File: config.mk
export PLATFORM = sky130hd
export DESIGN_NAME = sum_accumulator
export DESIGN_NICKNAME = d
export VERILOG_FILES = /design/src/rtl/sum_acc_pkg.sv /design/src/rtl/sum_accumulator.sv
export SDC_FILE = /design/constraint.sdc
export NUM_CORES = 1
export LEC_CHECK = 0
export CAP_MARGIN = 20
export CORE_ASPECT_RATIO = 0.7
export CORE_MARGIN = 4
export CORE_UTILIZATION = 46
export DETAILED_ROUTE_END_ITERATION = 12
export PLACE_DENSITY = 0.82
export RECOVER_POWER = 25
export SLEW_MARGIN = 10
export SYNTH_ARGS = -nofsm -noshare
export SYNTH_HDL_FRONTEND = slang
export SYNTH_SLANG_ARGS = --single-unit
File: constraint.sdc
create_clock -name clk -period 2.8 [get_ports clk]
set_input_delay 0.56 -clock clk [delete_from_list [all_inputs] [get_ports clk]]
set_output_delay 0.56 -clock clk [all_outputs]
set_load 0.02 [all_outputs]
File: src/rtl/sum_acc_pkg.sv
// Shared types and default sizes for the block sum accumulator.
// Imported by sum_accumulator.
package sum_acc_pkg;

   localparam int DEF_WIDTH     = 32;
   localparam int DEF_ACC_WIDTH = 40;
   localparam int DEF_CNT_WIDTH = 8;

   typedef enum logic [1:0] {
      ST_IDLE  = 2'd0,
      ST_ACCUM = 2'd1,
      ST_DONE  = 2'd2
   } state_e;

endpackage

File: src/rtl/sum_accumulator.sv
// Block accumulator: sums block_len unsigned beats, then holds the result
// until the consumer takes it.
//
// Ports:
//   clk, reset            clock and synchronous active-high reset
//   start, block_len      block request, accepted only in IDLE
//   in_valid/in_ready     beat handshake, in_data zero-extended into sum
//   out_valid/out_ready   result handshake
//   out_sum, out_count    accumulated sum (wraps) and beats accepted
//   overflow              sticky carry-out of the accumulator this block
module sum_accumulator
   import sum_acc_pkg::*;
#(
   parameter int WIDTH     = DEF_WIDTH,
   parameter int ACC_WIDTH = DEF_ACC_WIDTH,
   parameter int CNT_WIDTH = DEF_CNT_WIDTH
) (
   input  logic                 clk,
   input  logic                 reset,
   input  logic                 start,
   input  logic [CNT_WIDTH-1:0] block_len,
   input  logic                 in_valid,
   output logic                 in_ready,
   input  logic [WIDTH-1:0]     in_data,
   output logic                 out_valid,
   input  logic                 out_ready,
   output logic [ACC_WIDTH-1:0] out_sum,
   output logic [CNT_WIDTH-1:0] out_count,
   output logic                 overflow
);

   state_e state_q;
   state_e state_d;

   logic [CNT_WIDTH-1:0] len_q;
   logic [CNT_WIDTH-1:0] cnt_q;
   logic [ACC_WIDTH-1:0] sum_q;
   logic                 ovf_q;

   logic                 beat;
   logic                 last_beat;
   logic [CNT_WIDTH-1:0] cnt_inc;
   logic [ACC_WIDTH:0]   sum_ext;

   // Handshake decodes come from state only, never from inputs.
   assign beat    = in_valid & (state_q == ST_ACCUM);
   assign cnt_inc = cnt_q + 1'b1;

   assign last_beat = beat & (cnt_inc == len_q);

   // One extra bit catches the carry out of the accumulator.
   assign sum_ext = {1'b0, sum_q}
                  + {{(ACC_WIDTH + 1 - WIDTH){1'b0}}, in_data};

   always_ff @(posedge clk) begin
      if (reset) begin
         state_q <= ST_IDLE;
      end else begin
         state_q <= state_d;
      end
   end

   always_comb begin
      state_d = state_q;
      case (state_q)
         ST_IDLE: begin
            if (start) begin
               if (block_len != '0) begin
                  state_d = ST_ACCUM;
               end else begin
                  state_d = ST_DONE;
               end
            end
         end
         ST_ACCUM: begin
            if (last_beat) begin
               state_d = ST_DONE;
            end
         end
         ST_DONE: begin
            if (out_ready) begin
               state_d = ST_IDLE;
            end
         end
         default: begin
            state_d = ST_IDLE;
         end
      endcase
   end

   always_comb begin
      in_ready  = 1'b0;
      out_valid = 1'b0;
      case (state_q)
         ST_ACCUM: in_ready  = 1'b1;
         ST_DONE:  out_valid = 1'b1;
         default: begin
            in_ready  = 1'b0;
            out_valid = 1'b0;
         end
      endcase
   end

   // Datapath: results are left untouched outside ACCUM so IDLE keeps
   // showing the previous block.
   always_ff @(posedge clk) begin
      if (reset) begin
         len_q <= '0;
         cnt_q <= '0;
         sum_q <= '0;
         ovf_q <= 1'b0;
      end else begin
         if ((state_q == ST_IDLE) && start) begin
            len_q <= block_len;
            cnt_q <= '0;
            sum_q <= '0;
            ovf_q <= 1'b0;
         end else if (beat) begin
            cnt_q <= cnt_inc;
            sum_q <= sum_ext[ACC_WIDTH-1:0];
            ovf_q <= ovf_q | sum_ext[ACC_WIDTH];
         end
      end
   end

   assign out_sum   = sum_q;
   assign out_count = cnt_q;
   assign overflow  = ovf_q;

endmodule

==> results.json <==
{
  "status": "finished clean",
  "yosys.area.top_type_share_pct": 29.3,
  "pre_cts_ws_ns": -0.651,
  "cts_root_buffer": "clkbuf_16",
  "dr.pass1.iters": 5,
  "cts.sinks": 59,
  "syn_inst": 519,
  "stdcell_count": 794,
  "fp.dieW_um": 120,
  "drt_iter0_markers": 262,
  "clk_pin_slew_worst_paths_ns": 0.05,
  "ctsHtreeMaxLevel": 3,
  "drc_errors": 0,
  "p_int_mw": 1.78,
  "ff2ff_setup_slack_ns": 0.04,
  "p_total_mw": 2.49,
  "num_vias": 4350,
  "clk-insertion-delay-late_ns": 0.33,
  "synthDistinctLibCells": 56,
  "cp-start-kind": "input pin",
  "dp_cells": 767,
  "period_needed_ns": 2.76,
  "ys_warn_count": 0,
  "p_comb_share_pct": 22.5,
  "yosys-top-cells-count": "nand2_1, dfxtp_1, nor2_1",
  "totalWireLength_um": 12500,
  "nNetsFinal": 747,
  "p_sw_uw": 710,
  "r2r_start": "out_sum[4]$_SDFFE_PP0P_",
  "whs_endpoint": "overflow$_SDFFE_PP0P_",
  "r2r_cells": 11,
  "clock_skew_ns": 0.00452,
  "timing.rr.end": "out_sum[25]$_SDFFE_PP0P_",
  "async_flop_share_pct": 0,
  "arrival_ns": 3.03,
  "grt_max_degree": 44,
  "dieHeight_um": 86.3,
  "whs_path_depth": 1,
  "rows": 28,
  "start_util_pct": 47.5,
  "drive_gt1_share_pct": 19.3,
  "ir_drop_mv": 0.427,
  "gp_congestion": 0.922,
  "crit_required_ns": 3.07,
  "fmax_mhz": 362,
  "timing.final.hold_violations": 0,
  "setup_viol": 0,
  "synthMostInstantiatedCell": "nand2_1",
  "pwr-share-clk_pct": 41.8,
  "slew_headroom_pct": 63.2,
  "clock_path_buffers": 2,
  "routedWlPerCell_um": 15.7,
  "sw_frac_of_total_pct": 28.5,
  "syn-num-nets": 598,
  "synth_edf_count": 0,
  "antenna_found_initial": 1,
  "maxSlewViolCount": 0,
  "avgSynthCellArea_um2": 7.76,
  "dieArea_um2": 10300,
  "grt_pass1_wl_um": 20200,
  "power_density_nw_per_um2": 406,
  "ys_seq_area_share_pct": 29.3,
  "grt_pass1_vias": 4370,
  "syn2layout_area_growth_pct": 52.6,
  "cts_tree": "done",
  "dp_hpwl_um": 8830,
  "netlist_area_um2": 4030,
  "critPathKind": "in2reg",
  "placeableCoreArea_um2": 8480,
  "grt.overflow.total": 0,
  "holdWs_ns": 0.469,
  "antenna_left": 0,
  "worstPathMaxFanout": 3,
  "hold_path.class": "reg2reg",
  "ys.flop_type": "dfxtp_1",
  "n_fill_cell": 672,
  "finalCritPeriodShare_pct": 98.6,
  "synth_area_leaders": "dfxtp_1, ha_1, nand2_1",
  "ios": 96,
  "p_leak_nw": 2.53,
  "synth_top_cell_by_area": "dfxtp_1",
  "worst_slew_pin_slew_ns": 0.553,
  "grt_usage_pct": 23.9,
  "max_cap_viol_count": 0,
  "layout_setup_ws_ns": 0.0396,
  "ys_seq_elements": 59,
  "hold_start": "overflow$_SDFFE_PP0P_",
  "portBuffers": 95,
  "cp-end-kind": "flop",
  "power_frac_seq_pct": 35.7,
  "vias_per_cell": 5.48,
  "cts_buffers": 9
}
## state kept, by name (all words and copies together), names as in the netlist
name and count:
out_count 8, state_q 2, out_sum 40, len_q 8
overflow 1
## what timing repair did
item	in CTS	in global routing
setup endpoints to repair	28	19
resized for setup	35	33
hold buffers	0	0
buffers inserted	7	5
pin swaps	30	28
## routing by layer
layer	GRT usage, %	share of wire [%]
met2	41.3	48
met1	29.2	43
met3	7.57	6.9
met5	0	0
met4	6.44	1.7
## how the worst max path moves through the flow
| stage | slack [ns] | startpoint | to | cells after the start |
|---|---|---|---|---|
| after floorplan | -0.008 | in_data[0] | out_sum[36]$_SDFFE_PP0P_ | 11 |
| after global placement | -0.57 | in_data[0] | out_sum[34]$_SDFFE_PP0P_ | 13 |
| after detailed placement | -0.65 | in_data[0] | out_sum[34]$_SDFFE_PP0P_ | 13 |
| after CTS | 0.004 | in_data[6] | out_sum[30]$_SDFFE_PP0P_ | 10 |
| after global routing | -0.06 | out_sum[4]$_SDFFE_PP0P_ | out_sum[25]$_SDFFE_PP0P_ | 11 |
| final | 0.04 | in_data[7] | out_sum[25]$_SDFFE_PP0P_ | 12 |
## per-stage QoR
step                      instance area, µm²  setup TNS [ns]  utilization [%]
final                                   6140               0             72.5
after global routing                    6140         -0.0571             72.5
after CTS                               5980               0             70.5
after detailed placement                5490          -15.80             64.8
after global placement                  5490          -12.86             64.8
after floorplan                         4050         -0.0170                -
## layout make-up
cell class	count	area, µm²	share of cell area, %
diodes	1	2.50	0.0407
clock inverters	4	25.0	0.407
well taps	120	150	2.44
multi-input cells	428	3050	49.6
repair buffers	162	1450	23.6
inverters	8	30.0	0.489
flip-flops and latches	59	1180	19.3
clock buffers	12	256	4.18
## logic make-up after synthesis
family	count (synthesis)	share of synthesized area, %
and+or+nand+nor	191	21.1
AOI/OAI and AO/OA	148	23.4
DFF	59	29.3
xor gates and xnor gates	45	9.79
adders and majority gates	35	11.0
buffers and inverters	32	3.05
muxes	9	2.27
## placed cells by master, fill, tap and decap left out, types with 17 or more instances in the layout
master and n:
a21o_1 17, a21oi_1 51, buf_4 64, clkdlybuf4s50_1 70, dfxtp_1 57, ha_1 19
nand2_1 72, nor2_1 57, o21ai_0 25, xnor2_1 24, xor2_1 21
## worst max-delay path: stages
cell and delay, ns:
dlygate4sd2_1 0.25, ha_4 0.27, and2_4 0.14, nand3_2 0.07, buf_4 0.13, buf_4 0.13, a2111oi_4 0.37, nor2_2 0.10
o31ai_4 0.30, a211oi_2 0.11, or4_1 0.51, nand3_1 0.09
## power groups by stage
stage	registers (mW)	clock network [mW]	logic [mW]
3_5_place_dp	0.905	0	0.510
4_1_cts	0.890	1.06	0.537
2_1_floorplan	0.919	0	0.268
6_report	0.891	1.04	0.561
5_1_grt	0.894	1.10	0.608
3_3_place_gp	0.903	0	0.497
Note: power is estimated with default switching activity, not from simulation.
